$ cat config.mk
export PLATFORM = sky130hd
export DESIGN_NAME = matmul_seq_ctrl
export DESIGN_NICKNAME = d
export VERILOG_FILES = /design/src/rtl/matmul_seq_ctrl.sv
export SDC_FILE = /design/constraint.sdc
export NUM_CORES = 1
export LEC_CHECK = 0
export ABC_CLOCK_PERIOD_IN_PS = 2620
export BUFFER_PORTS_ARGS = -buffer_cell sky130_fd_sc_hd__buf_2
export CAP_MARGIN = 30
export CORE_MARGIN = 4
export CORE_UTILIZATION = 46
export DETAILED_ROUTE_END_ITERATION = 8
export GPL_ROUTABILITY_DRIVEN = 0
export PLACE_DENSITY_LB_ADDON = 0.12
export SETUP_SLACK_MARGIN = 0.3
export SLEW_MARGIN = 20
export SYNTH_ARGS = -nofsm -noshare
export SYNTH_HDL_FRONTEND = slang
export SYNTH_SLANG_ARGS = --single-unit
export TNS_END_PERCENT = 50
$ cat constraint.sdc
create_clock -name clk_i -period 2.62 [get_ports clk_i]
set_clock_uncertainty 0.05 [all_clocks]
set_input_delay 0.131 -clock clk_i [delete_from_list [all_inputs] [get_ports clk_i]]
set_output_delay 0.131 -clock clk_i [all_outputs]
set_load 0.05 [all_outputs]
$ cat src/rtl/matmul_seq_ctrl.sv
// matmul_seq_ctrl: sequencer for the matrix-multiply datapath.
// Walks IDLE -> CLEAR -> FEED -> DRAIN -> WRITE -> DONE -> IDLE, driving the
// accumulator clear, the skewed operand wavefront, the pipeline drain and the
// row-by-row write-back of C into the selected scratchpad target.
// Optional feature macro: MATMUL_BIAS_EN (adds mode_bias_i / load_bias_o so a
// job can load the prior C contents as a bias instead of clearing).
// Every output is a flop loaded from the next-state decode, so there is no
// combinational path from any input to any output.
module matmul_seq_ctrl #(
    parameter int MAX_DIM     = 4,
    parameter int SP_NTARGETS = 4,
    parameter int PIPE_LAT    = 2,
    localparam int DIM_W  = (MAX_DIM > 1) ? $clog2(MAX_DIM) : 1,
    localparam int TGT_W  = (SP_NTARGETS > 1) ? $clog2(SP_NTARGETS) : 1,
    localparam int STEP_W = $clog2(3 * MAX_DIM)
) (
    input  logic              clk_i,
    input  logic              rst_i,
    input  logic              start_i,
    input  logic [DIM_W-1:0]  n_dim_i,
    input  logic [DIM_W-1:0]  k_dim_i,
    input  logic [DIM_W-1:0]  m_dim_i,
    input  logic [TGT_W-1:0]  sp_target_i,
`ifdef MATMUL_BIAS_EN
    input  logic              mode_bias_i,
    output logic              load_bias_o,
`endif
    output logic              busy_o,
    output logic              done_o,
    output logic              clear_acc_o,
    output logic              feed_valid_o,
    output logic [STEP_W-1:0] feed_step_o,
    output logic              wr_en_o,
    input  logic              wr_ready_i,
    output logic [DIM_W-1:0]  wr_row_o,
    output logic [TGT_W-1:0]  wr_target_o
);

    // The shared counter must hold the last feed step and the last drain cycle.
    localparam int CNT_MAX = (3 * MAX_DIM > PIPE_LAT) ? 3 * MAX_DIM : PIPE_LAT;
    localparam int CNT_W   = $clog2(CNT_MAX + 1);

    typedef enum logic [2:0] {
        IDLE  = 3'd0,
        CLEAR = 3'd1,
        FEED  = 3'd2,
        DRAIN = 3'd3,
        WRITE = 3'd4,
        DONE  = 3'd5
    } state_t;

    state_t             stateR;
    state_t             nextStateS;
    logic [CNT_W-1:0]   cntR;
    logic [CNT_W-1:0]   nextCntS;
    logic               latchS;
    logic               useBiasS;

    logic [DIM_W-1:0]   nR;
    logic [DIM_W-1:0]   kR;
    logic [DIM_W-1:0]   mR;
    logic [TGT_W-1:0]   targetR;

    logic [CNT_W-1:0]   feedLastS;
    logic [CNT_W-1:0]   drainLastS;
    logic [CNT_W-1:0]   rowLastS;

    logic               busyR;
    logic               doneR;
    logic               clearR;
    logic               feedValidR;
    logic [STEP_W-1:0]  feedStepR;
    logic               wrEnR;
    logic [DIM_W-1:0]   wrRowR;

    // Feed length S = N+K+M-2 with N = n+1 etc., so the last step index is n+k+m.
    assign feedLastS  = CNT_W'(nR) + CNT_W'(kR) + CNT_W'(mR);
    assign drainLastS = CNT_W'(PIPE_LAT - 1);
    assign rowLastS   = CNT_W'(nR);

`ifdef MATMUL_BIAS_EN
    logic biasR;

    // Bias mode for the upcoming CLEAR cycle: fresh input when starting, else latched.
    always_comb begin
        useBiasS = biasR;
        if (latchS) begin
            useBiasS = mode_bias_i;
        end else begin
            useBiasS = biasR;
        end
    end
`else
    assign useBiasS = 1'b0;
`endif

    // Next-state and counter logic; the counter restarts at zero on every state entry.
    always_comb begin
        nextStateS = stateR;
        nextCntS   = cntR;
        latchS     = 1'b0;
        case (stateR)
            IDLE: begin
                if (start_i) begin
                    nextStateS = CLEAR;
                    nextCntS   = {CNT_W{1'b0}};
                    latchS     = 1'b1;
                end else begin
                    nextStateS = IDLE;
                end
            end
            CLEAR: begin
                nextStateS = FEED;
                nextCntS   = {CNT_W{1'b0}};
            end
            FEED: begin
                if (cntR == feedLastS) begin
                    nextStateS = DRAIN;
                    nextCntS   = {CNT_W{1'b0}};
                end else begin
                    nextCntS   = cntR + CNT_W'(1);
                end
            end
            DRAIN: begin
                if (cntR == drainLastS) begin
                    nextStateS = WRITE;
                    nextCntS   = {CNT_W{1'b0}};
                end else begin
                    nextCntS   = cntR + CNT_W'(1);
                end
            end
            WRITE: begin
                if (wr_ready_i) begin
                    if (cntR == rowLastS) begin
                        nextStateS = DONE;
                        nextCntS   = {CNT_W{1'b0}};
                    end else begin
                        nextCntS   = cntR + CNT_W'(1);
                    end
                end else begin
                    nextCntS = cntR;
                end
            end
            DONE: begin
                nextStateS = IDLE;
                nextCntS   = {CNT_W{1'b0}};
            end
            default: begin
                nextStateS = IDLE;
                nextCntS   = {CNT_W{1'b0}};
            end
        endcase
    end

    // State and counter registers.
    always_ff @(posedge clk_i or posedge rst_i) begin
        if (rst_i) begin
            stateR <= IDLE;
            cntR   <= {CNT_W{1'b0}};
        end else begin
            stateR <= nextStateS;
            cntR   <= nextCntS;
        end
    end

    // Command fields captured on an accepted start; they hold through IDLE afterwards.
    always_ff @(posedge clk_i or posedge rst_i) begin
        if (rst_i) begin
            nR      <= {DIM_W{1'b0}};
            kR      <= {DIM_W{1'b0}};
            mR      <= {DIM_W{1'b0}};
            targetR <= {TGT_W{1'b0}};
        end else if (latchS) begin
            nR      <= n_dim_i;
            kR      <= k_dim_i;
            mR      <= m_dim_i;
            targetR <= sp_target_i;
        end
    end

`ifdef MATMUL_BIAS_EN
    logic loadBiasR;

    // Bias mode flag and the bias-load strobe that replaces the clear pulse.
    always_ff @(posedge clk_i or posedge rst_i) begin
        if (rst_i) begin
            biasR     <= 1'b0;
            loadBiasR <= 1'b0;
        end else begin
            biasR     <= useBiasS;
            loadBiasR <= (nextStateS == CLEAR) && useBiasS;
        end
    end

    assign load_bias_o = loadBiasR;
`endif

    // Output flops loaded from the decode of the state being entered.
    always_ff @(posedge clk_i or posedge rst_i) begin
        if (rst_i) begin
            busyR      <= 1'b0;
            doneR      <= 1'b0;
            clearR     <= 1'b0;
            feedValidR <= 1'b0;
            feedStepR  <= {STEP_W{1'b0}};
            wrEnR      <= 1'b0;
            wrRowR     <= {DIM_W{1'b0}};
        end else begin
            busyR      <= (nextStateS != IDLE);
            doneR      <= (nextStateS == DONE);
            clearR     <= (nextStateS == CLEAR) && !useBiasS;
            feedValidR <= (nextStateS == FEED);
            feedStepR  <= (nextStateS == FEED) ? STEP_W'(nextCntS) : {STEP_W{1'b0}};
            wrEnR      <= (nextStateS == WRITE);
            wrRowR     <= (nextStateS == WRITE) ? DIM_W'(nextCntS) : {DIM_W{1'b0}};
        end
    end

    assign busy_o       = busyR;
    assign done_o       = doneR;
    assign clear_acc_o  = clearR;
    assign feed_valid_o = feedValidR;
    assign feed_step_o  = feedStepR;
    assign wr_en_o      = wrEnR;
    assign wr_row_o     = wrRowR;
    assign wr_target_o  = targetR;

endmodule

==> results of run 1 <==
-- cell families (layout without fill, tap and decap cells) --
family	after synthesis	in the layout	synth area share [%]
xor gates and xnor gates	7	7	4.799
buffers and inverters	7	45	2.840
AOI/OAI and AO/OA	12	12	8.228
and+or+nand+nor	34	34	15.97
DFF	26	26	50.93
muxes	12	12	10.19
adders and majority gates	6	6	7.052
-- state kept, by name, indices dropped and copies added, names as in the netlist --
name,flops
wr_en_o,1
cntR,4
wr_target_o,2
clear_acc_o,1
stateR,3
wr_row_o,2
kR,2
feed_valid_o,1
busy_o,1
done_o,1
nR,2
mR,2
feed_step_o,4
-- cells in the mapped netlist, types with 3 or more instances --
library cell	count
dfrtp_1	26
ha_1	4
inv_1	4
mux2_2	8
mux2i_1	4
nand2_1	4
nand3_1	4
nor2_1	8
nor2b_1	3
xnor2_1	6
-- layout by cell type, fill, tap and decap left out, types with 3 or more instances in the layout --
| master | n |
|---|---|
| buf_2 | 24 |
| buf_4 | 3 |
| clkbuf_4 | 3 |
| dfrtp_1 | 26 |
| dlygate4sd3_1 | 9 |
| inv_1 | 4 |
| mux2_2 | 8 |
| mux2i_1 | 4 |
| nand2_1 | 4 |
| nand3_1 | 4 |
| nor2_1 | 8 |
| nor2b_1 | 3 |
| xnor2_1 | 3 |
-- where the power goes --
| group | switching [mW] | internal [mW] |
|---|---|---|
| Combinational | 0.748 | 0.635 |
| Clock | 0.114 | 0.155 |
| Sequential | 0.144 | 0.547 |
| Total | 1.01 | 1.34 |
-- worst register-to-register path: cells and delay by family, from the launching register on --
family,cells,cell delay (ps)
xor+xnor,1,120
simple gates,2,220
flops,1,420
compound gates,1,300
fa+ha+maj,3,980
-- layout make-up --
type	count	area [sq um]
Clock buffer	3	22.52
Clock inverter	1	30.03
Fill cell	203	905.9
Inverter	4	15.01
Multi-Input combinational cell	71	645.6
Sequential cell	26	650.6
Tap cell	30	37.54
Timing Repair Buffer	37	260.3
-- stage by stage --
step	instance area, sq um	instances	hold slack (ps)
floorplan	1277	104	121.0
global placement	1428	156	313.6
detailed placement	1428	156	315.9
CTS	1605	171	39.69
global route	1662	172	47.54
finish	1662	172	45.98
-- repair_timing --
item	in CTS	in global routing
endpoints found under the hold margin	34	0
resized for setup	2	4
gates cloned	0	0
hold buffers	9	0
pin swaps	4	3
setup endpoints to repair	6	6
buffers inserted	2	0
-- worst min path at each step --
stage | start | to | slack (ps) | cells after the start
after floorplan | rst_i | busy_o$_DFF_PP0_ | 120 | 1
after global placement | sp_target_i[1] | wr_target_o[1]$_DFFE_PP0P_ | 310 | 2
after detailed placement | k_dim_i[0] | kR[0]$_DFFE_PP0P_ | 320 | 2
after CTS | start_i | busy_o$_DFF_PP0_ | 40 | 3
after global routing | start_i | busy_o$_DFF_PP0_ | 50 | 3
final | start_i | busy_o$_DFF_PP0_ | 50 | 3
-- per-layer routing --
metal | vias up | wire length [um] | share of wire, % | global-route usage (%)
met4 | 0 | 53 | 2.3 | 6.502
li1 | 443 | - | - | -
met1 | 443 | 1050 | 45 | 19.70
met3 | 5 | 121 | 5.2 | 2.766
met5 | - | 0 | 0 | 0
met2 | 23 | 1118 | 48 | 22.90
==> metrics, run 1 <==
leading register cell type out of synthesis dfrtp_1; period utilization 83.53%; antenna violations before repair 0; setup TNS 0 ps; Setup violations, final 0; proportion of layout cells with a drive suffix above 1 36.62%; status completed; crit start category flip-flop; Slowest cell on crit path fa_1; Synth Instances ~100; Chip Width 60.70 um; fin crit period 2188 ps; Req. time, crit path 2790 ps; clock latency on the worst-skew pair 320 ps; clock transition at the registers of the reported paths 130 ps; Worst slew margin a little over two thirds; Routed WL 2344 um; Num CTS Buffers 3; first-pass GRT wire length 3960 um; Synth top area share 50.93%; initial core utilization 49.76%; Avg WL per Cell 13.63 um; Area growth syn-to-layout 30.07%; Pwr per Cell Area about 1400 mW/mm^2; Synth cell types 38; first-pass detailed-route iteration total 4; CTS tree yes; clk root buf clkbuf_4; Post-synth ARST share 100.0%; R2R Path End feed_valid_o$_DFF_PP0_; worst vdd ir 1.003 mV; die height 60.70 um; IO Pins 25; worst hold-check path type input pin to flip-flop; number of global-route vias before repair roughly 920; die area 0.003684 sq mm; CP bufs+invs 0; Yosys reg bits 26; H-tree levels 1; Setup WS post-layout 431.6 ps; r2r setup slk 430 ps; Pleak 0.7626 nW; Critical Path AT 2360 ps; worst r2r src nR[1]$_DFFE_PP0P_; DR vias 914; number of enable flip-flop cells after synthesis 0; Yosys warnings 0; Crit path depth 7; Reg2Reg Depth 7; Mapped Nets ~120; largest net degree at the start of global routing 27; max cap viols 0; CORE AREA 0.002567 sq mm; crit path to feed_valid_o$_DFF_PP0_; sequential fraction of the synthesis area 50.93%; Sink Count 26; Congestion Overflow GR 0; ranking of synthesized cells by area dfrtp_1 51%, mux2_2 7.1%, xnor2_1 4.1%, ha_1 3.9%, fa_1 3.1%; Max clock buf depth 2; actual slew at the worst max-slew pin 444.6 ps; Port Buffers 24; Total Routing Usage GR 14.60%; pre-CTS WS 261.9 ps; DRC errors left 0; crit path from nR[1]$_DFFE_PP0P_; unrepaired setup endpoints after global routing no; fin nets 161; max-slew violations 0; row count 18; leading area contributor after synthesis dfrtp_1; overall power 2.343 mW; Crit Path Max Fanout 3; Max Clk Rate 457.0 MHz; n_diodes 0; Final Hold Vio Count 0; max incr delay on CP 480 ps; kind of critical path flip-flop to flip-flop; Routed Antenna Nets 0; mapped cell area roughly 0.0013 sq mm; Worst Setup End Kind flip-flop; Top Family by Delay on Critical Path adder cells; post-DP HPWL approximately 1600 um; Vias per Instance 5.314; cells along the critical path fa_1 > ha_2 > ha_4 > xnor2_4 > nand4_1 > o211ai_1 > nor2b_1; 1st-iter DRT viols 23; Final Util 64.72%; Syn Area/Cell 12.28 sq um
(Power assumes the default switching activity.)
==> run 2, diff against run 1 <==
Settings changed: ABC_CLOCK_PERIOD_IN_PS 2620 to 2080.
Clock period 2.62 ns to 2.08 ns, I/O delays scaled along.
==> run 2 against run 1 <==
The flow now finishes with violations (negative setup slack). Non-clock buffer count rose by 3. Sequential cell count is the same. Clock power is 5% lower. Design area is 1.1% higher. Combinational power up 48%. Critical path depth unchanged. Sequential share of layout area shrank 0.44 points. Sequential power up 20%. Global-route usage increased by 1.6 points. Routed wire length is 12% higher.
==> metrics, run 2 (synthesis gave the netlist of run 1 again) <==
1st-iter DRT viols 21 (-8.7%); Final Util 65.45% (+0.73 points); die area 0.003684 sq mm (unchanged); Port Buffers 24 (unchanged); clk root buf clkbuf_4; Chip Width 60.70 um (unchanged); first-pass detailed-route iteration total 4 (unchanged); H-tree levels 1 (unchanged); commonest non-fill, non-tap cells in the layout 26 x dfrtp_1, 24 x buf_2, 9 x dlygate4sd3_1; number of global-route vias before repair 977 (+6.5%); Register Area 650.6 sq um (unchanged); actual slew at the worst max-slew pin 549.5 ps (+104.9 ps); Pleak 0.7702 nW (+0.99%); Num CTS Buffers 3 (unchanged); status complete, but fails checks; Sink Count 26 (unchanged); first-pass GRT wire length 4326 um (+9.2%); Critical Path AT 2420 ps (+60 ps); Setup WS post-layout -176.2 ps (-607.8 ps); kind of critical path flip-flop to flip-flop; Worst Setup End Kind flip-flop; Req. time, crit path 2250 ps (-540 ps); n_diodes 0 (unchanged); fin crit period 2256 ps (+67.79 ps); period utilization 108.5% (+25 points); Pwr per Cell Area 1861 mW/mm^2 (+32%); proportion of layout cells with a drive suffix above 1 39.31% (+2.7 points); Avg WL per Cell 14.96 um (+9.8%); DR vias 916 (+0.22%); fin nets 164 (+1.9%); fillers 212 (+4.4%); antenna violations before repair 0 (unchanged); Max Clk Rate 443.2 MHz (-3.0%); Setup violations, final 11 (+11); worst vdd ir 1.365 mV (+36%); crit start category flip-flop; CTS tree yes; initial core utilization 49.76% (unchanged); Routed WL 2618 um (+12%); Total Routing Usage GR 16.23% (+1.6 points); area of the multi-input gates 678.2 sq um (+5.0%); post-DP HPWL 1884 um (+16%); DRC errors left 0 (unchanged); Vias per Instance 5.234 (-1.5%); unrepaired setup endpoints after global routing yes; largest net degree at the start of global routing 27 (unchanged); failing checks negative setup slack; IO Pins 25 (unchanged); placed inst area 0.001503 sq mm (+5.3%); Final Hold Vio Count 0 (unchanged); row count 18 (unchanged); Congestion Overflow GR 0 (unchanged); clock latency on the worst-skew pair 320 ps (about the same); Area growth syn-to-layout 31.54%; Worst slew margin 63.29% (-7.0 points); max-slew violations 0 (unchanged); CORE AREA 0.002567 sq mm (unchanged); die height 60.70 um (unchanged); Routed Antenna Nets 0 (unchanged); worst hold-check path type input pin to flip-flop; Max clock buf depth 2 (unchanged); post-route cell area 0.001680 sq mm (+1.1%); Crit Path Max Fanout 3 (unchanged); clock transition at the registers of the reported paths 140 ps (about the same); max cap viols 0 (unchanged); commonest non-fill, non-tap cell in the layout dfrtp_1
## run 2: final cells by class
type	count	area share [%]
inverter	4	0.8935
multi-input combinational	71	40.36
tap	30	2.234
sequential	26	38.72
clock buffer	4	2.159
timing repair buffer	40	15.64
## run 2: power by group
| part | switching [mW] | internal (mW) |
|---|---|---|
| Combinational | 1.12 | 0.921 |
| Sequential | 0.140 | 0.690 |
| Clock | 0.149 | 0.107 |
| Total | 1.41 | 1.72 |
## run 2: worst paths after layout
check	from	endpoint	slack (ps)	cells after the start
worst max-delay path	mR[1]$_DFFE_PP0P_	cntR[2]$_DFF_PP0_	-180	7
worst min-delay path	start_i	busy_o$_DFF_PP0_	20	3
worst max register to register	mR[1]$_DFFE_PP0P_	cntR[2]$_DFF_PP0_	-180	7
worst min register to register	wr_target_o[1]$_DFFE_PP0P_	wr_target_o[1]$_DFFE_PP0P_	490	1
max in group asynchronous	rst_i	done_o$_DFF_PP0_	1430	4
min in group asynchronous	rst_i	wr_target_o[1]$_DFFE_PP0P_	310	4
## run 2: worst max-delay path, cell delays in order (launching register included)
cell     delay [ps]
dfrtp_1         420
fa_1            550
ha_2            200
ha_4            220
xnor2_4         160
a41oi_4         180
o32ai_2         280
nand2_1          90
## run 2: stage by stage
stage	std cells	worst slack (ps)	power (mW)	hold WS, ps	setup TNS (ps)
after floorplan	104	6.043	2.137	94.02	0
after global placement	162	-69.23	2.483	113.3	-220.2
after detailed placement	162	-162.0	2.582	124.8	-1088
after CTS	175	-141.1	2.894	11.27	-883.5
after global routing	175	-278.5	3.327	21.34	-2135
final	175	-176.2	3.127	22.88	-1108
## run 2: routing by layer
layer | wire, um | track usage (%)
met5 | 0 | 0
met2 | 1403 | 29.31
met4 | 51 | 6.502
met3 | 117 | 1.915
met1 | 1046 | 19.52
## run 2: timing repair
item / CTS / global route
hold buffers: 9 / 0
pin swaps: 2 / 4
setup buffers: 0 / 0
endpoints found under the setup margin: 11 / 11
resized for setup: 1 / 5
endpoints found under the hold margin: 34 / 0
==> run 3, diff against run 2 <==
Settings changed: TNS_END_PERCENT 50 to 20.
==> run 3 against run 2 <==
The run still ends with negative setup slack left. Critical path depth stayed put. Clock power is 2% lower. Global-route usage is 0.74 points higher. Design area rose by 0.22%. Highest routed layer unchanged.
==> metrics, run 3 (synthesis gave the netlist of run 1 again) <==
Sink Count 26 (unchanged); DRC errors left 0 (unchanged); row count 18 (unchanged); sequential share of power 27.0% (+0.5 points); max incr delay on CP 550 ps (about the same); Routed WL 2523 um (-3.6%); die area 0.003684 sq mm (unchanged); Worst Setup End Kind flip-flop; Clk pwr share 8.1% (about the same); Worst slew margin 65.60% (+2.3 points); Max clock buf depth 2 (unchanged); Setup WS post-layout -117.3 ps (+58.87 ps); Setup violations, final 8 (-3); Comb pwr share 64.9% (-0.4 points); placed inst area 0.001503 sq mm (unchanged); number of global-route vias before repair 965 (-1.2%); antenna violations before repair 0 (unchanged); cells along the critical path fa_1 > ha_2 > ha_4 > xnor2_4 > a41oi_4 > nor3_4 > mux2i_1; worst vdd ir 1.219 mV (-11%); status complete, but fails checks; worst hold-check path type input pin to flip-flop; NetSw 1.354 mW (-4.0%); Routed Antenna Nets 0 (unchanged); Pwr per Cell Area 1827 mW/mm^2 (-1.8%); worst r2r src mR[1]$_DFFE_PP0P_; Pleak 0.7701 nW (about the same); P_int 1.723 mW (+0.35%); R2R Path End cntR[0]$_DFF_PP0_; clk root buf clkbuf_4; Slowest cell on crit path fa_1; period utilization 105.6% (-2.8 points); kind of critical path flip-flop to flip-flop; actual slew at the worst max-slew pin 514.9 ps (-34.65 ps); n_diodes 0 (unchanged); Chip Width 60.70 um (unchanged); grt met2 use 27.18% (-2.1 points); crit start category flip-flop; Num CTS Buffers 3 (unchanged); crit path to cntR[0]$_DFF_PP0_; fin nets 165 (+0.61%); Reg2Reg Depth 7 (unchanged); max cap viols 0 (unchanged); clock latency on the worst-skew pair 320 ps (about the same); Crit Path Max Fanout 3 (unchanged); IO Pins 25 (unchanged); Vias per Instance 5.307 (+1.4%); fin crit period 2197 ps (-58.87 ps); Critical Path AT 2360 ps (-60 ps); initial core utilization 49.76% (unchanged); Final Hold Vio Count 0 (unchanged); CORE AREA 0.002567 sq mm (unchanged); first-pass detailed-route iteration total 4 (unchanged); post-DP HPWL 1917 um (+1.8%); Avg WL per Cell 14.34 um (-4.2%); global route hottest layer met2; first-pass GRT wire length 4588 um (+6.1%); crit path from mR[1]$_DFFE_PP0P_; Total Routing Usage GR 16.98% (+0.74 points); largest net degree at the start of global routing 27 (unchanged); r2r setup slk -120 ps (+60 ps); worst hold margin 26.00 ps (+3.124 ps); Congestion Overflow GR 0 (unchanged); met3 Usage GRT 2.553% (+0.64 points); failing checks negative setup slack; Area growth syn-to-layout 31.83%; CTS tree yes; pre-CTS WS -168.1 ps (-6.051 ps); Max Clk Rate 455.1 MHz (+2.7%); GRT met1 Usage 22.85% (+3.3 points); die height 60.70 um (unchanged); max-slew violations 0 (unchanged); 1st-iter DRT viols 29 (+38%); Sw Share 43.99% (-1.1 points); Req. time, crit path 2240 ps (about the same); clock transition at the registers of the reported paths 130 ps (about the same); commonest non-fill, non-tap cells in the layout 26 x dfrtp_1, 24 x buf_2, 9 x dlygate4sd3_1; H-tree levels 1 (unchanged); post-route cell area 0.001684 sq mm (+0.22%); proportion of layout cells with a drive suffix above 1 39.04% (-0.27 points); unrepaired setup endpoints after global routing yes; Port Buffers 24 (unchanged); commonest non-fill, non-tap cell in the layout dfrtp_1; DR vias 934 (+2.0%)
[run 3: cell count changes in the layout (fill, tap and decap cells not counted), sizes merged]
cell  before  now
buf       31   32
[run 3: layout make-up]
class / instances / area (sq um)
well taps: 30 / 37.54
clock buffers: 4 / 36.28
inverters: 4 / 15.01
multi-input cells: 71 / 670.6
repair buffers: 41 / 274.0
fillers: 198 / 883.3
flip-flops and latches: 26 / 650.6
[run 3: per-stage QoR]
stage / power (mW) / util (%) / setup TNS, ps / cells
after floorplan: 2.136 / - / 0 / 104
after global placement: 2.484 / 58.53 / -381.9 / 162
after detailed placement: 2.539 / 58.53 / -786.0 / 162
after CTS: 2.869 / 63.89 / -949.8 / 176
after global routing: 3.329 / 65.59 / -1826 / 176
final: 3.077 / 65.59 / -721.6 / 176
[run 3: power by group through the flow]
| stage | clock, mW | sequential [mW] | combinational [mW] |
|---|---|---|---|
| detailed placement | 0 | 0.842 | 1.70 |
| finish | 0.250 | 0.832 | 2.00 |
| global route | 0.288 | 0.863 | 2.18 |
| CTS | 0.268 | 0.831 | 1.77 |
| global placement | 0 | 0.830 | 1.65 |
| floorplan | 0 | 1.08 | 1.05 |
[run 3: worst min path at each step]
stage,start,endpoint,slack (ps),cells after the start
global route,start_i,busy_o$_DFF_PP0_,20,3
CTS,start_i,busy_o$_DFF_PP0_,10,3
floorplan,rst_i,busy_o$_DFF_PP0_,90,1
finish,start_i,busy_o$_DFF_PP0_,30,3
global placement,rst_i,clear_acc_o$_DFF_PP0_,120,3
detailed placement,rst_i,feed_step_o[0]$_DFF_PP0_,130,3
[run 3: worst max-delay path, delay by kind of cell (launching register included)]
kind / cells / cell delay (ps)
fa+ha+maj: 3 / 950
flops: 1 / 420
simple gates: 1 / 240
xor+xnor: 1 / 160
compound gates: 1 / 160
mux: 1 / 100
[run 3: routing by layer]
layer,vias up,wire [um]
met5,-,0
met4,0,53
met3,5,110
met2,24,1231
met1,449,1127
li1,456,-
[run 3: what timing repair did]
item                                    4_1_cts  5_1_grt
hold buffers                                  9        0
hold endpoints to repair                     34        0
endpoints found under the setup margin       11       11
pin swaps                                     5        4
buffers inserted                              1        0
gates resized for setup                       1        5
